`src/rtl/instr_fetch.sv`:
```
// Instruction fetch unit: 256x17 program memory, pc sequencing, jump/halt redirect
// and one-cycle hold for two-cycle operations. All outputs are registered.
module instr_fetch (
    input  logic        clk,
    input  logic        rst,
    input  logic        run,
    input  logic        prog_we,
    input  logic [7:0]  prog_addr,
    input  logic [16:0] prog_data,
    input  logic [4:0]  fl,
    output logic [16:0] instruction,
    output logic [7:0]  pc,
    output logic        valid,
    output logic        halted
);

    typedef enum logic [1:0] {
        IDLE  = 2'd0,
        FETCH = 2'd1,
        HOLD  = 2'd2,
        HALT  = 2'd3
    } state_t;

    localparam logic [4:0] OP_MUL0 = 5'b10000;
    localparam logic [4:0] OP_MUL1 = 5'b10001;
    localparam logic [4:0] OP_JMP  = 5'b10011;
    localparam logic [4:0] OP_JZ   = 5'b10100;
    localparam logic [4:0] OP_HLT  = 5'b11111;

    state_t      state, state_n;
    logic [16:0] mem [256];
    logic [16:0] fetch_word;
    logic [16:0] instr_n;
    logic [7:0]  pc_n;
    logic        valid_n, halted_n;
    logic [4:0]  op;
    logic        unused_fl;

    assign unused_fl  = ^fl[4:1];
    assign op         = instruction[16:12];
    assign fetch_word = mem[pc];

    // Writes are independent of state and reset; a same-edge fetch sees the old word.
    always_ff @(posedge clk) begin
        if (prog_we) begin
            mem[prog_addr] <= prog_data;
        end
    end

    always_ff @(posedge clk) begin
        if (rst) begin
            state       <= IDLE;
            pc          <= '0;
            instruction <= '0;
            valid       <= 1'b0;
            halted      <= 1'b0;
        end else begin
            state       <= state_n;
            pc          <= pc_n;
            instruction <= instr_n;
            valid       <= valid_n;
            halted      <= halted_n;
        end
    end

    always_comb begin
        state_n  = state;
        pc_n     = pc;
        instr_n  = instruction;
        valid_n  = valid;
        halted_n = halted;
        case (state)
            IDLE, HALT: begin
                if (run) begin
                    state_n  = FETCH;
                    pc_n     = '0;
                    instr_n  = '0;
                    valid_n  = 1'b0;
                    halted_n = 1'b0;
                end
            end
            FETCH: begin
                if (valid && (op == OP_JMP || (op == OP_JZ && fl[0]))) begin
                    pc_n    = instruction[7:0];
                    instr_n = '0;
                    valid_n = 1'b0;
                end else if (valid && op == OP_HLT) begin
                    state_n  = HALT;
                    instr_n  = '0;
                    valid_n  = 1'b0;
                    halted_n = 1'b1;
                end else if (valid && (op == OP_MUL0 || op == OP_MUL1)) begin
                    state_n = HOLD;
                end else begin
                    instr_n = fetch_word;
                    valid_n = 1'b1;
                    pc_n    = pc + 8'd1;
                end
            end
            HOLD: begin
                // Leaving HOLD fetches directly so the held word is not decoded twice.
                state_n = FETCH;
                instr_n = fetch_word;
                valid_n = 1'b1;
                pc_n    = pc + 8'd1;
            end
            default: state_n = IDLE;
        endcase
    end

endmodule

```
`config.mk`:
```
export PLATFORM = sky130hd
export DESIGN_NAME = instr_fetch
export DESIGN_NICKNAME = d
export VERILOG_FILES = /design/src/rtl/instr_fetch.sv
export SDC_FILE = /design/constraint.sdc
export NUM_CORES = 2
export LEC_CHECK = 0
export ABC_AREA = 1
export CAP_MARGIN = 15
export CORE_MARGIN = 8
export CORE_UTILIZATION = 30
export DETAILED_ROUTE_END_ITERATION = 6
export SYNTH_ARGS = -nofsm -noshare
export SYNTH_HDL_FRONTEND = slang
export SYNTH_MEMORY_MAX_BITS = 65536
export SYNTH_SLANG_ARGS = --single-unit
```
`constraint.sdc`:
```
create_clock -name clk -period 3.2 [get_ports clk]
set_input_delay 0.96 -clock clk [delete_from_list [all_inputs] [get_ports clk]]
set_output_delay 0.96 -clock clk [all_outputs]
set_load 0.005 [all_outputs]
```
# --- After elaboration in Yosys (flattened, before gate mapping) ---
# Memory sizes are Yosys's and may differ from the RTL's. A register that Yosys moved wholly into a read port is not among the register bits.
# Index checks and enable logic that the tools add are counted.
totals:
  reg_bits: 29
  mem_bits_rw: 4352
  input_bits: 34
  output_inout_bits: 27
  wordCells: 62
  mem_count: 1
op_classes:
  n_addsub: 1
  n_eq_ne: 15
  muxes: 27
  n_reduce_logical: 13
memory_table:
  columns: ["memory", "words", "word_bits", "read_ports", "rd_clocked_by_memory_dff", "wr", "line_no", "rtl"]
  rows:
  - ["mem", 256, 17, 1, 1, 1, "31", "logic [16:0] mem [256];"]
op_table:
  columns: ["operator", "n"]
  rows:
  - ["$mux 17", 4]
  - ["$pmux 17 s3", 1]
  - ["$mux 8", 6]
  - ["$eq 5x5->1 const B", 5]
  - ["$pmux 8 s3", 1]
  - ["$ne 3x3->1 const B", 3]
  - ["$add 8x1->8 const B", 1]
  - ["$mux 1", 8]
  - ["$mux 2", 4]
  - ["$ne 2x2->1 const B", 3]
  - ["$pmux 2 s3", 1]
  - ["$reduce_and 3->1", 2]
  - ["$eq 2x2->1 const B", 2]
  - ["$logic_and 1x1->1", 4]
  - ["$ne 4x4->1 const B", 1]
  - ["$reduce_and 4->1", 1]
  - ["$pmux 1 s3", 1]
  - ["$eq 2x1->1 const B", 1]
  - ["$logic_not 2->1", 1]
  - ["$logic_or 1x1->1", 2]
  - ["$pmux 1 s2", 1]
  - ["$reduce_and 2->1", 1]
  - ["$reduce_bool 2->1", 1]
  - ["$reduce_or 2->1", 1]

# --- Depth between registers and ports, before layout ---
logic_depth:
  depth_word: 9
  ltp_mapped: 15
  ltp_nobuf: 11

# --- Worst setup path after synthesis ---
# No wires, ideal clock.
synth_path:
  path_type: "input to register"
  startpoint: "input prog_we"
  endpoint: "memory mem[161][0] (enable)"
  setup_time_ps: 390
  arrival_ps: 2453
  t_required_ps: 2810
  slack_ps: 356
  path_stages: 4
  path_buffers: 2
  path_cell_list: "clkbuf_1 nand3_1 clkbuf_1 nor2_1"
synth_via:
  elab_chain_len: 2
synth_lines:
  columns: ["element", "line_no", "rtl"]
  rows:
  - ["start: declaration", "7", "input logic prog_we,"]
  - ["$mux 1", "45", "if (prog_we) begin"]
  - ["$mux 1 (not written as such)", "46", "mem[prog_addr] <= prog_data;"]
  - ["end: declaration", "31", null]
# Every way passes these cells.

# --- Worst setup path in the final report ---
layout_path:
  startpoint: "register pc[4]"
  endpoint: "output pc[4]"
layout_rtl:
  columns: ["element", "line_no", "rtl"]
  rows:
  - ["start: declaration", "12", "output logic [7:0] pc,"]
  - ["start signal: assignment", "59", "pc <= pc_n;"]
# No word-level cell between the ends.

==> metrics.json <==
{
  "run_status": {"value": "finished clean"},
  "io_pins": {"value": 61},
  "power_total": {"value": 119.3, "unit": "mW"},
  "initial_utilization": {"value": 30.04, "unit": "%"},
  "holdBufCountCts": {"value": 0},
  "synth_area": {"value": 176700, "unit": "µm²"},
  "critical-path-top-delay-family": {"value": "buffers and inverters"},
  "final_critical_path_setup_slack": {"value": 0.06516, "unit": "ns"},
  "timing.hold.worst_path_depth": {"value": 1},
  "cp_data_arrival_time": {"value": 2.17, "unit": "ns"},
  "routed_wl": {"value": 526500, "unit": "µm"},
  "h-tree-depth": {"value": 5},
  "final-hold-violation-count": {"value": 0},
  "synth_sequential_area_ratio": {"value": 74.39, "unit": "%"},
  "detailroute.via_count": {"value": 116866},
  "timing.critical_path.slowest_stage_cell": {"value": "sky130_fd_sc_hd__dlygate4sd2_1"},
  "tritoncts_buffers": {"value": 448},
  "max_slew_margin": {"value": 31.14, "unit": "%"},
  "chip_width": {"value": 783.4, "unit": "µm"},
  "synth_compound_gate_area_share": {"value": 0.1204, "unit": "%"},
  "clkSinkCount": {"value": 4389},
  "worstHoldStart": {"value": "prog_data[11]"},
  "critical_path.max_stage_delay": {"value": 0.71, "unit": "ns"},
  "p_leak": {"value": 71.18, "unit": "nW"},
  "grt_util_all_layers": {"value": 16.40, "unit": "%"},
  "edff_count_synth": {"value": 4352},
  "final-setup-viol-count": {"value": 0},
  "timing.critical_path.buf_inv": {"value": 1},
  "yosysWarningCount": {"value": 0},
  "detail_route.vias_per_cell": {"value": 5.043},
  "fin_skew": {"value": 0.04214, "unit": "ns"},
  "floorplan.core_area": {"value": 588200, "unit": "µm²"},
  "ys_ff_latch": {"value": 4389},
  "syn_nets": {"value": 14608},
  "die_area": {"value": 613700, "unit": "µm²"},
  "grt_antenna_before_repair": {"value": 17},
  "dp.final_hpwl": {"value": 315500, "unit": "µm"},
  "syn_avg_cell_area": {"value": 12.12, "unit": "µm²"},
  "port-buffer-count": {"value": 56},
  "cp.required": {"value": 2.24, "unit": "ns"},
  "maxCapViolCount": {"value": 0},
  "main_combinational_cell_family_by_area_after_synthesis": {"value": "simple AND/OR/NAND/NOR gates"},
  "synthSimpleGateAreaFrac": {"value": 22.39, "unit": "%"},
  "fmaxAchievable": {"value": 319.0, "unit": "MHz"},
  "finalCriticalPeriod": {"value": 3.135, "unit": "ns"},
  "dr.first_iter.drc_count": {"value": 14222},
  "first_pass_iters": {"value": 6},
  "layout.nets": {"value": 15024},
  "yosys.area_share.xor_xnor": {"value": 0.01983, "unit": "%"},
  "final_antenna_net_count": {"value": 0},
  "kind_of_launch_point_of_the_worst_setup_path": {"value": "flip-flop"},
  "worstPathCellList": {"value": "dlygate4sd2_1"},
  "grt_pass1_vias": {"value": 108997},
  "worst_setup_path_end_kind": {"value": "primary output"},
  "irDropWorstVdd": {"value": 0.4722, "unit": "mV"},
  "synthesis.instances": {"value": 14571},
  "critical_path_peak_fanout": {"value": 6},
  "muxShareOfSynthArea": {"value": 0, "unit": "%"},
  "timing.rr.end": {"value": "instruction[11]"},
  "finalMaxSlewViolations": {"value": 0},
  "grt_overflow": {"value": 0},
  "clockBufferDepth": {"value": 4},
  "power_density": {"value": 572.2, "unit": "nW/µm²"},
  "drive_gt1_share": {"value": 10.65, "unit": "%"},
  "grt_pass1_wl": {"value": 760800, "unit": "µm"},
  "rsz_0062_raised_after_global_routing": {"value": "no"},
  "pin_count_of_the_biggest_net_entering_global_routing": {"value": 92},
  "worstRegToRegCells": {"value": 12},
  "rrSetupSlack": {"value": 0.07, "unit": "ns"},
  "cts_tree": {"value": "built"},
  "finalCritPeriodShare": {"value": 97.96, "unit": "%"},
  "gpl.final_weighted_congestion": {"value": 0.8947},
  "post_synth_fa_ha_maj_area_fraction": {"value": 0.02125, "unit": "%"},
  "clk_pin_slew": {"value": 0.06, "unit": "ns"},
  "die_height": {"value": 783.4, "unit": "µm"},
  "placementRows": {"value": 282},
  "netlist-cell-type-count": {"value": 30},
  "route.detailed.drc": {"value": 0},
  "ys.flop_type": {"value": "sky130_fd_sc_hd__edfxtp_1"},
  "clk_latency": {"value": 0.98, "unit": "ns"},
  "routedWlPerCell": {"value": 22.72, "unit": "µm"},
  "worstSetupPathType": {"value": "reg -> out"},
  "min_path_type": {"value": "in -> reg"},
  "timing_worst_slew_pin_value": {"value": 1.033, "unit": "ns"},
  "clk_root_buffer_cell": {"value": "sky130_fd_sc_hd__clkbuf_16"},
  "syn2layout_area_growth": {"value": 18.06, "unit": "%"},
  "detailedPlace.worstSlack": {"value": -0.1639, "unit": "ns"},
  "min_to": {"value": "mem[56][11]"},
  "async_set_or_reset_register_ratio_after_synthesis": {"value": 0, "unit": "%"}
}
## synth_stat cells, types with 3 or more instances
cell,n,area [µm²]
sky130_fd_sc_hd__clkinv_1,4,15.01
sky130_fd_sc_hd__o21ai_0,7,35.03
sky130_fd_sc_hd__clkbuf_1,182,683.2
sky130_fd_sc_hd__dfxtp_1,37,740.7
sky130_fd_sc_hd__ha_1,3,37.54
sky130_fd_sc_hd__nor2_1,288,1081
sky130_fd_sc_hd__nand4_1,3,18.77
sky130_fd_sc_hd__inv_1,44,165.2
sky130_fd_sc_hd__buf_1,118,442.9
sky130_fd_sc_hd__buf_2,487,2437
sky130_fd_sc_hd__a21oi_1,30,150.1
sky130_fd_sc_hd__nand3_1,4344,21740
sky130_fd_sc_hd__xor2_1,3,26.28
sky130_fd_sc_hd__buf_6,13,146.4
sky130_fd_sc_hd__edfxtp_1,4352,130700
sky130_fd_sc_hd__buf_4,196,1471
sky130_fd_sc_hd__nand2_1,4445,16680
## worst max-delay path by stage
| stage | startpoint | to | slack, ns | depth (start not counted) |
|---|---|---|---|---|
| 2_1_floorplan | prog_we | mem[161][0] | 0.36 | 4 |
| 3_3_place_gp | prog_addr[2] | mem[178][15] | -0.16 | 10 |
| 3_5_place_dp | prog_addr[2] | mem[178][15] | -0.16 | 10 |
| 4_1_cts | instruction[10] | instruction[10] | 0.02 | 1 |
| 5_1_grt | flip-flop | instruction[15] | 0.01 | 13 |
| 6_report | pc[4] | pc[4] | 0.07 | 1 |
## per-layer routing
layer | wire length, µm | global-route usage [%]
met5 | 31 | 0
met4 | 20830 | 6.023
met3 | 51110 | 2.891
met2 | 236500 | 25.31
met1 | 218100 | 23.12
## logic make-up after synthesis
| logic type | after synthesis |
|---|---|
| and+or+nand+nor | 9085 |
| AOI/OAI and AO/OA | 41 |
| xor gates and xnor gates | 4 |
| adders and majority gates | 3 |
| DFF | 4389 |
| buffers and inverters | 1049 |
## power breakdown
part | total, mW | switching (mW) | internal [mW]
registers | 63.3 | 0.0538 | 63.3
logic | 4.72 | 3.50 | 1.22
clock network | 51.3 | 22.1 | 29.2
total | 119 | 25.7 | 93.7
## flip-flops by register name, indices dropped and copies added (netlist names), named ones only
register	flops
state	2
halted	1
pc	8
valid	1
mem	4352
instruction	17
## metrics by stage
stage	util, %	TNS, ns	std cells	hold WS, ns	cell area (µm²)
CTS	35.44	0	23159	0.3009	208500
floorplan	-	0	14571	0.4562	176700
global route	35.46	0	23166	0.3462	208600
global placement	33.02	-16.73	22341	0.4722	194200
detailed placement	33.02	-17.28	22341	0.4843	194200
finish	35.46	0	23173	0.3789	208600
## cell usage in the layout (no fill, tap or decap), types with 22 or more instances in the layout
master and count:
sky130_fd_sc_hd__clkdlybuf4s50_1 25, sky130_fd_sc_hd__nand2_1 4429, sky130_fd_sc_hd__bufinv_16 40, sky130_fd_sc_hd__clkinv_2 68
sky130_fd_sc_hd__dfxtp_1 22, sky130_fd_sc_hd__buf_12 424, sky130_fd_sc_hd__buf_4 483, sky130_fd_sc_hd__a21oi_1 30
sky130_fd_sc_hd__edfxtp_1 4352, sky130_fd_sc_hd__clkbuf_1 93, sky130_fd_sc_hd__nor2_2 66, sky130_fd_sc_hd__clkbuf_16 453
sky130_fd_sc_hd__nand3_1 4343, sky130_fd_sc_hd__clkinv_1 123, sky130_fd_sc_hd__nor2_1 222, sky130_fd_sc_hd__inv_1 42
## final cells by class
class | count | area, µm²
diodes | 8 | 20.02
clock buffers | 548 | 11710
clock inverters | 270 | 2545
fillers | 56126 | 379600
inverters | 52 | 269.0
multi-input cells | 9133 | 40050
flip-flops and latches | 4389 | 131500
well taps | 7810 | 9772
repair buffers | 963 | 12740
## repair_timing
action                                  in CTS  in global routing
pin swaps                                    0                  0
setup buffers                                0                  6
hold endpoints to repair                     0                  0
endpoints found under the setup margin      22                 16
resized for setup                           22                  2
Note: power is estimated with default switching activity, not from simulation.
